**src/rtl/display_pkg.sv**
```systemverilog
// Shared display timing defaults, frame-buffer bases and flip FSM state type.
package display_pkg;

   localparam int H_ACTIVE = 640;
   localparam int H_FP     = 16;
   localparam int H_SYNC   = 96;
   localparam int H_BP     = 48;
   localparam int V_ACTIVE = 480;
   localparam int V_FP     = 10;
   localparam int V_SYNC   = 2;
   localparam int V_BP     = 33;
   localparam int CLK_DIV  = 4;
   localparam int ADDR_W   = 32;

   localparam int H_TOTAL  = H_ACTIVE + H_FP + H_SYNC + H_BP;
   localparam int V_TOTAL  = V_ACTIVE + V_FP + V_SYNC + V_BP;

   // Raster counters and pix_x/pix_y share this width.
   localparam int CNT_W    = 10;

   localparam logic [ADDR_W-1:0] FB_BASE0 = 32'h0000_0000;
   localparam logic [ADDR_W-1:0] FB_BASE1 = 32'h0004_B000;

   typedef enum logic {
      IDLE    = 1'b0,
      PENDING = 1'b1
   } flip_state_t;

endpackage

```
**src/rtl/raster_timing.sv**
```systemverilog
// Pixel tick divider, h/v raster counters and registered sync/de decode.
module raster_timing
   import display_pkg::*;
#(
   parameter int P_H_ACTIVE = display_pkg::H_ACTIVE,
   parameter int P_H_FP     = display_pkg::H_FP,
   parameter int P_H_SYNC   = display_pkg::H_SYNC,
   parameter int P_H_BP     = display_pkg::H_BP,
   parameter int P_V_ACTIVE = display_pkg::V_ACTIVE,
   parameter int P_V_FP     = display_pkg::V_FP,
   parameter int P_V_SYNC   = display_pkg::V_SYNC,
   parameter int P_V_BP     = display_pkg::V_BP,
   parameter int P_CLK_DIV  = display_pkg::CLK_DIV
) (
   input  logic             clk,
   input  logic             resetn,
   output logic             h_wrap,
   output logic             v_wrap,
   output logic             vblank_start,
   output logic [CNT_W-1:0] h,
   output logic             de,
   output logic             hsync_n,
   output logic             vsync_n,
   output logic             vsync,
   output logic [CNT_W-1:0] pix_x,
   output logic [CNT_W-1:0] pix_y
);

   localparam int TICK_W = (P_CLK_DIV > 1) ? $clog2(P_CLK_DIV) : 1;
   localparam int H_TOT  = P_H_ACTIVE + P_H_FP + P_H_SYNC + P_H_BP;
   localparam int V_TOT  = P_V_ACTIVE + P_V_FP + P_V_SYNC + P_V_BP;

   localparam logic [TICK_W-1:0] TICK_LAST = TICK_W'(P_CLK_DIV - 1);
   localparam logic [CNT_W-1:0]  H_LAST    = CNT_W'(H_TOT - 1);
   localparam logic [CNT_W-1:0]  V_LAST    = CNT_W'(V_TOT - 1);
   localparam logic [CNT_W-1:0]  H_VIS     = CNT_W'(P_H_ACTIVE);
   localparam logic [CNT_W-1:0]  V_VIS     = CNT_W'(P_V_ACTIVE);
   localparam logic [CNT_W-1:0]  HS_BEG    = CNT_W'(P_H_ACTIVE + P_H_FP);
   localparam logic [CNT_W-1:0]  HS_END    = CNT_W'(P_H_ACTIVE + P_H_FP + P_H_SYNC);
   localparam logic [CNT_W-1:0]  VS_BEG    = CNT_W'(P_V_ACTIVE + P_V_FP);
   localparam logic [CNT_W-1:0]  VS_END    = CNT_W'(P_V_ACTIVE + P_V_FP + P_V_SYNC);

   logic [TICK_W-1:0] tick_cnt_q, tick_cnt_d;
   logic [CNT_W-1:0]  h_q, h_d, v_q, v_d;
   logic              de_q, de_d, hsync_n_q, hsync_n_d, vsync_n_q, vsync_n_d;
   logic              vsync_q, vsync_d;
   logic [CNT_W-1:0]  pix_x_q, pix_x_d, pix_y_q, pix_y_d;
   logic              tick;

   always_comb begin
      tick       = (tick_cnt_q == TICK_LAST);
      tick_cnt_d = tick ? '0 : tick_cnt_q + 1'b1;

      h_d = h_q;
      v_d = v_q;
      if (tick) begin
         if (h_q == H_LAST) begin
            h_d = '0;
            v_d = (v_q == V_LAST) ? '0 : v_q + 1'b1;
         end else begin
            h_d = h_q + 1'b1;
         end
      end

      h_wrap       = tick && (h_q == H_LAST);
      v_wrap       = h_wrap && (v_q == V_LAST);
      vblank_start = h_wrap && (v_q == V_VIS - 1'b1);

      // Decode reflects the current counter state; it lands one clk later.
      de_d      = (h_q < H_VIS) && (v_q < V_VIS);
      hsync_n_d = !((h_q >= HS_BEG) && (h_q < HS_END));
      vsync_n_d = !((v_q >= VS_BEG) && (v_q < VS_END));
      vsync_d   = (v_q >= V_VIS);
      pix_x_d   = de_d ? h_q : '0;
      pix_y_d   = de_d ? v_q : '0;
   end

   always_ff @(posedge clk or negedge resetn) begin
      if (!resetn) begin
         tick_cnt_q <= '0;
         h_q        <= '0;
         v_q        <= '0;
         de_q       <= 1'b0;
         hsync_n_q  <= 1'b1;
         vsync_n_q  <= 1'b1;
         vsync_q    <= 1'b0;
         pix_x_q    <= '0;
         pix_y_q    <= '0;
      end else begin
         tick_cnt_q <= tick_cnt_d;
         h_q        <= h_d;
         v_q        <= v_d;
         de_q       <= de_d;
         hsync_n_q  <= hsync_n_d;
         vsync_n_q  <= vsync_n_d;
         vsync_q    <= vsync_d;
         pix_x_q    <= pix_x_d;
         pix_y_q    <= pix_y_d;
      end
   end

   assign h       = h_q;
   assign de      = de_q;
   assign hsync_n = hsync_n_q;
   assign vsync_n = vsync_n_q;
   assign vsync   = vsync_q;
   assign pix_x   = pix_x_q;
   assign pix_y   = pix_y_q;

endmodule

```
**src/rtl/frame_scanout_flip.sv**
```systemverilog
// Scanout stage: raster timing, front/back buffer flip at vblank, scan address.
//   state   | meaning
//   IDLE    | no finished back buffer waiting
//   PENDING | back buffer finished, swap at next vblank start
module frame_scanout_flip
   import display_pkg::*;
#(
   parameter int                H_ACTIVE = display_pkg::H_ACTIVE,
   parameter int                H_FP     = display_pkg::H_FP,
   parameter int                H_SYNC   = display_pkg::H_SYNC,
   parameter int                H_BP     = display_pkg::H_BP,
   parameter int                V_ACTIVE = display_pkg::V_ACTIVE,
   parameter int                V_FP     = display_pkg::V_FP,
   parameter int                V_SYNC   = display_pkg::V_SYNC,
   parameter int                V_BP     = display_pkg::V_BP,
   parameter int                CLK_DIV  = display_pkg::CLK_DIV,
   parameter int                ADDR_W   = display_pkg::ADDR_W,
   parameter logic [ADDR_W-1:0] FB_BASE0 = display_pkg::FB_BASE0,
   parameter logic [ADDR_W-1:0] FB_BASE1 = display_pkg::FB_BASE1
) (
   input  logic              clk,
   input  logic              resetn,
   input  logic              frame_done,
   output logic              vsync,
   output logic              flip,
   output logic [ADDR_W-1:0] back_base,
   output logic              hsync_n,
   output logic              vsync_n,
   output logic              de,
   output logic [ADDR_W-1:0] scan_addr,
   output logic [9:0]        pix_x,
   output logic [9:0]        pix_y,
   output logic [7:0]        dropped
);

   logic             h_wrap, v_wrap, vblank_start;
   logic [CNT_W-1:0] h;

   raster_timing #(
      .P_H_ACTIVE (H_ACTIVE),
      .P_H_FP     (H_FP),
      .P_H_SYNC   (H_SYNC),
      .P_H_BP     (H_BP),
      .P_V_ACTIVE (V_ACTIVE),
      .P_V_FP     (V_FP),
      .P_V_SYNC   (V_SYNC),
      .P_V_BP     (V_BP),
      .P_CLK_DIV  (CLK_DIV)
   ) u_raster_timing (
      .clk          (clk),
      .resetn       (resetn),
      .h_wrap       (h_wrap),
      .v_wrap       (v_wrap),
      .vblank_start (vblank_start),
      .h            (h),
      .de           (de),
      .hsync_n      (hsync_n),
      .vsync_n      (vsync_n),
      .vsync        (vsync),
      .pix_x        (pix_x),
      .pix_y        (pix_y)
   );

   flip_state_t       state_q, state_d;
   logic              front_sel_q, front_sel_d;
   logic              flip_q, flip_d;
   logic [7:0]        dropped_q, dropped_d;
   logic [ADDR_W-1:0] line_base_q, line_base_d;
   logic [ADDR_W-1:0] scan_addr_q, scan_addr_d;
   logic              do_swap;

   always_comb begin
      state_d     = state_q;
      front_sel_d = front_sel_q;
      flip_d      = 1'b0;
      dropped_d   = dropped_q;
      line_base_d = line_base_q;
      do_swap     = 1'b0;

      case (state_q)
         IDLE: begin
            if (frame_done) begin
               if (vblank_start) do_swap = 1'b1;
               else              state_d = PENDING;
            end
         end
         PENDING: begin
            // A pulse landing on the swap tick is for the buffer just handed over.
            if (vblank_start) begin
               do_swap = 1'b1;
               if (!frame_done) state_d = IDLE;
            end
            if (frame_done && (dropped_q != 8'hFF)) dropped_d = dropped_q + 8'd1;
         end
         default: state_d = IDLE;
      endcase

      if (do_swap) begin
         front_sel_d = ~front_sel_q;
         flip_d      = 1'b1;
      end

      if (v_wrap)      line_base_d = front_sel_d ? FB_BASE1 : FB_BASE0;
      else if (h_wrap) line_base_d = line_base_q + ADDR_W'(H_ACTIVE);

      scan_addr_d = line_base_q + ADDR_W'(h);
   end

   always_ff @(posedge clk or negedge resetn) begin
      if (!resetn) begin
         state_q     <= IDLE;
         front_sel_q <= 1'b0;
         flip_q      <= 1'b0;
         dropped_q   <= '0;
         line_base_q <= FB_BASE0;
         scan_addr_q <= FB_BASE0;
      end else begin
         state_q     <= state_d;
         front_sel_q <= front_sel_d;
         flip_q      <= flip_d;
         dropped_q   <= dropped_d;
         line_base_q <= line_base_d;
         scan_addr_q <= scan_addr_d;
      end
   end

   assign flip      = flip_q;
   assign dropped   = dropped_q;
   assign scan_addr = scan_addr_q;
   assign back_base = front_sel_q ? FB_BASE0 : FB_BASE1;

endmodule

```
**config.mk**
```make
export PLATFORM = sky130hd
export DESIGN_NAME = frame_scanout_flip
export DESIGN_NICKNAME = d
export VERILOG_FILES = /design/src/rtl/display_pkg.sv /design/src/rtl/raster_timing.sv /design/src/rtl/frame_scanout_flip.sv
export SDC_FILE = /design/constraint.sdc
export NUM_CORES = 1
export LEC_CHECK = 0
export CAP_MARGIN = 30
export CORE_MARGIN = 5
export CORE_UTILIZATION = 50
export CTS_BUF_LIST = sky130_fd_sc_hd__clkbuf_4 sky130_fd_sc_hd__clkbuf_8
export DETAILED_ROUTE_END_ITERATION = 10
export PLACE_DENSITY = 0.77
export RECOVER_POWER = 25
export SKIP_CTS_REPAIR_TIMING = 1
export SLEW_MARGIN = 20
export SYNTH_ARGS = -nofsm -noshare
export SYNTH_HDL_FRONTEND = slang
export SYNTH_HIERARCHICAL = 1
export SYNTH_SLANG_ARGS = --single-unit
```
**constraint.sdc**
```tcl
create_clock -name clk -period 5.85 [get_ports clk]
set_input_delay 1.17 -clock clk [delete_from_list [all_inputs] [get_ports clk]]
set_output_delay 1.17 -clock clk [all_outputs]
set_load 0.1 [all_outputs]
```
# Word level (Yosys, flattened, before mapping)
# Cells that the tools add are included.
# totals
word_cells	66
output_inout_bits	97
in_bits	3
register_bits	121
# op_classes
bitwise	2
n_mux	19
n_reduce_logical	12
eq_ne	5
n_addsub	6
order_cmp	7
# ops
cell	count
two-way mux 32 bit	2
two-way mux 10 bit	4
two-way mux 19 bit	2
adder 32 x 10 -> 32 bit	1
adder 32 x 10 -> 32 bit, second input constant	1
adder 10 x 1 -> 10 bit, second input constant	2
equality test 10 bit, second input constant	2
>= comparator 10 x 9 -> 1 bit, second input constant	2
less-than comparator 10 bit, second input constant	2
less-than comparator 10 x 9 -> 1 bit, second input constant	2
equality test 10 x 9 -> 1 bit, second input constant	1
>= comparator 10 bit, second input constant	1
adder 8 x 1 -> 8 bit, second input constant	1
two-way mux 1 bit	8
inequality test 8 bit, second input constant	1
logical AND 1 bit	7
case mux 1 bit (2 select lines)	2
AND reduction 2 bit	2
adder 2 x 1 -> 2 bit, second input constant	1
equality test 2 bit, second input constant	1
zero test 1 bit	2
two-way mux 2 bit	1
inverter 1 bit	2
nonzero test 2 bit	1

# Logic depth before layout (Yosys ltp)
# logic_depth
depth_word	9
depth_mapped	11
mapped_depth_nobuf	9

# Modules after synthesis
# Netlist, hierarchy kept.
# by_module_without_submodules
mod	cells_per_inst	instances	area_each_um2	seq_area_each_um2
frame_scanout_flip	330	1	3414.5	1701.6
raster_timing	172	1	1951.9	1153.6

# Least setup slack after synthesis
# OpenSTA, ideal clock, no wires.
# synth_timing
path_kind	flip-flop to flip-flop
startpoint	register u_raster_timing.tick_cnt_q[0]
endpoint	register line_base_q[22]
stages_incl_launch_ff	11
setup_ns	0.077
period_less_slack_ns	2.721
n_path_buf	2
arrival_time_ns	2.643
t_required_ns	5.773
slack_ns	3.129
cell_sequence	dfrtp_1 > ha_1 > clkbuf_1 > nand4_1 > or3_4 > buf_6 > nor2_1 > nor2_1 > or3_1 > or3_2 > a21oi_1
# synth_via
elab_chain_cells	4
elab_cells_between_ends	5
cone_classes	1 x eq/ne; 1 x mux; 3 x reduce/logical
# synth_rtl
element	line	source
from (decl)	raster_timing.sv:43	logic [TICK_W-1:0] tick_cnt_q, tick_cnt_d;
from (signal assigned)	raster_timing.sv:90	tick_cnt_q <= tick_cnt_d;
equality test 2 bit *	raster_timing.sv:51	tick = (tick_cnt_q == TICK_LAST);
logical AND 1 bit *	raster_timing.sv:65	h_wrap = tick && (h_q == H_LAST);
logical AND 1 bit *	raster_timing.sv:66	v_wrap = h_wrap && (v_q == V_LAST);
net v_wrap	frame_scanout_flip.sv:36	logic h_wrap, v_wrap, vblank_start;
two-way mux 32 bit or nonzero test 2 bit (tied branches)	-	
to (signal assigned)	frame_scanout_flip.sv:122	line_base_q <= line_base_d;
to (decl)	frame_scanout_flip.sv:68	logic [ADDR_W-1:0] line_base_q, line_base_d;
# Mark *: on every way through the listed nets, which the timed path passes. The rest lies on a longest branch.
# A chain may end at the register's enable or synchronous reset.

==> flow_summary.ini <==
[timing]
rsz0062_at_grt = false
hold_violations = 0
relSlewSlack = -0.7119
finalMaxSlewViolations = 52
tns_ns = 0
fmax_mhz = 257.6
clock_skew_ns = 0.01485
setup_viol = 0
min_period_ns = 3.881
worst_pin_slew_ns = 2.568
post-route-period-util = 0.6635
hold_slack_ns = 0.4350

[run_status]
run_status = finished, violations left
violations = capacitance limit, slew limit

[setup_path]
cp_max_fo = 51
crit_required_ns = 5.83
crit_buf_inv = 2
cp_data_arrival_time_ns = 3.86
crit_top_cell = clkbuf_1
cp_top_family = buffers and inverters
path_cells = clkbuf_1 -> clkbuf_1
endpoint_kind = async pin
crit_slowest_cell = clkbuf_1
cpPeakStageDelay_ns = 1.89
critical_path_class = input pin to async pin
cp-start-kind = input pin

[yosys]
netlist_area_um2 = 5366
async_flop_share = 1.000
yosysSeqAreaShare = 0.5321
yosys_warnings = 6
synth_edf_count = 0
synthCells = 502
synth_ff_type = dfrtp_1
synth_cell_types = 57
synth_seq_cells = 114
synth_area_per_cell_um2 = 10.69

[power_and_ir_drop]
switching_share = 0.3218
seq_power_share = 0.425
cellLeakagePower_uw = 0.002900
max-vdd-ir-drop_mv = 0.2663
combPwrFrac = 0.176
p_int_uw = 1343
power_density_nw_per_um2 = 308.5
clkPwrFrac = 0.399
p_sw_uw = 637.3

[layout]
final_area_um2 = 6420
fill_cells = 878
drive_gt1_frac = 0.09310
nets = 581
n_antenna_cell = 0
area_growth_pct = 19.63

[routing]
drc = 0
wl_per_cell_um = 15.22
finalWirelength_um = 10890
firstDrtPassIters = 5
num_vias = 3738
viasPerCell = 5.221
ant_nets = 0
drt_iter0_drc = 141

[grt]
grt_pass1_vias = 3797
grt_pass1_wl_um = 18060
antenna_found_initial = 0
track_usage = 0.1733
grt.overflow.total = 0
grt_max_degree = 72

[clocking]
clockBufferDepth = 2
tritoncts = done
htreeDepth = 4
clk_pin_slew_ns = 0.07
cts_root_buf = clkbuf_8
cts_sinks = 114
clk_latency_ns = 0.42
cts_buffers = 17

[placed_design]
placed_area_um2 = 5984
io_buffer_count = 71
gp_congestion = 0.8590
hpwl_um = 7442

[floorplan]
start_util = 0.5152
core_area_um2 = 10420
floorplan.die.height_um = 113.6
ios = 100
dieWidth_um = 113.6
dieArea_um2 = 12910
rows = 37

[worst_hold_path]
hold_path.class = flip-flop to flip-flop

[job]
maxCapViolations = 1
[path summary, 6_finish.rpt]
check                                                    from                             to  slack, ns  cells past startpoint
worst min-delay path            u_raster_timing/tick_cnt_q[0]  u_raster_timing/tick_cnt_q[0]       0.44                      1
worst max register to register  u_raster_timing/tick_cnt_q[0]                line_base_q[28]       2.35                      8
max in group clk                u_raster_timing/tick_cnt_q[0]                line_base_q[28]       2.35                      8
worst min register to register  u_raster_timing/tick_cnt_q[0]  u_raster_timing/tick_cnt_q[0]       0.44                      1
min in group asynchronous                              resetn       u_raster_timing/pix_y[9]       0.92                      1
worst max-delay path                                   resetn                line_base_q[22]       1.97                      2
[placed cells by master, fill, tap and decap left out, types with 6 or more instances in the layout]
master,netlist,final
dfrtp_1,112,112
clkdlybuf4s50_1,0,70
nor2_1,40,40
xnor2_1,35,35
nand2_1,31,31
conb_1,2,29
nor3_1,19,19
nand3_1,18,18
xor2_1,18,18
clkbuf_8,0,18
inv_1,17,17
nand4_1,17,17
and2_1,15,15
o21ai_0,14,14
a21oi_1,11,11
ha_1,11,11
nor4_1,9,9
and4_1,6,6
nor2b_1,6,6
[registers in the layout (all words and copies together), names as in the netlist]
register,cells
u_raster_timing/tick_cnt_q,2
scan_addr,32
u_raster_timing/pix_y,10
flip,1
front_sel_q,1
dropped,8
u_raster_timing/vsync_n,1
u_raster_timing/hsync_n,1
u_raster_timing/pix_x,10
state_q,1
u_raster_timing/h,10
line_base_q,25
u_raster_timing/vsync,1
u_raster_timing/v_q,10
u_raster_timing/de,1
[synthesized netlist by cell type (11+ instances only)]
master / n / share of area
buf_4: 33 / 0.046
inv_1: 17 / 0.012
nand4_1: 17 / 0.020
ha_1: 11 / 0.026
xnor2_1: 35 / 0.057
nand2_1: 31 / 0.022
o21ai_0: 14 / 0.013
nor2_1: 40 / 0.028
xor2_1: 18 / 0.029
and2_1: 15 / 0.017
nand3_1: 18 / 0.017
dfrtp_1: 112 / 0.52
a21oi_1: 11 / 0.010
clkbuf_1: 12 / 0.0084
nor3_1: 19 / 0.018
[per-stage QoR]
step,instances,setup slack (ns),util,total power [uW]
detailed placement,683,2.469,0.5745,1207
CTS,715,2.412,0.6163,1998
global placement,683,2.641,0.5745,1204
finish,716,1.969,0.6163,1981
global route,716,1.155,0.6163,2047
floorplan,529,3.129,-,1144
[routing by layer]
metal	wire length [um]	up-vias	track usage
met5	0	-	0
met4	203	0	0.06971
met3	754	23	0.04721
met2	5352	146	0.2768
met1	4583	1778	0.2245
li1	-	1791	-
[power groups by stage]
stage          sequential, uW  combinational [uW]  clock, uW
3_5_place_dp              856                 351          0
5_1_grt                   847                 360        840
2_1_floorplan            1020                 129          0
4_1_cts                   843                 350        805
3_3_place_gp              856                 348          0
6_report                  842                 348        790
[area by class of cell]
class	instances	area, um2	area share
Clock buffer	18	247.7	0.03859
Multi-Input combinational cell	341	2161	0.3366
Tap cell	136	170.2	0.02651
Sequential cell	114	2855	0.4447
Timing Repair Buffer	75	730.7	0.1138
Inverter	18	67.56	0.01052
Clock inverter	14	187.7	0.02923
[cells by family after synthesis]
logic type                 count (synthesis)  share of synthesized area
muxes                                      6                    0.01212
buffers and inverters                     74                    0.08416
and+or+nand+nor                          189                     0.1942
xor gates and xnor gates                  53                    0.08650
DFF                                      114                     0.5321
adders and majority gates                 11                    0.02565
AOI/OAI and AO/OA                         53                    0.06388
other                                      2                   0.001399
Power figures use the tool's default switching activity.
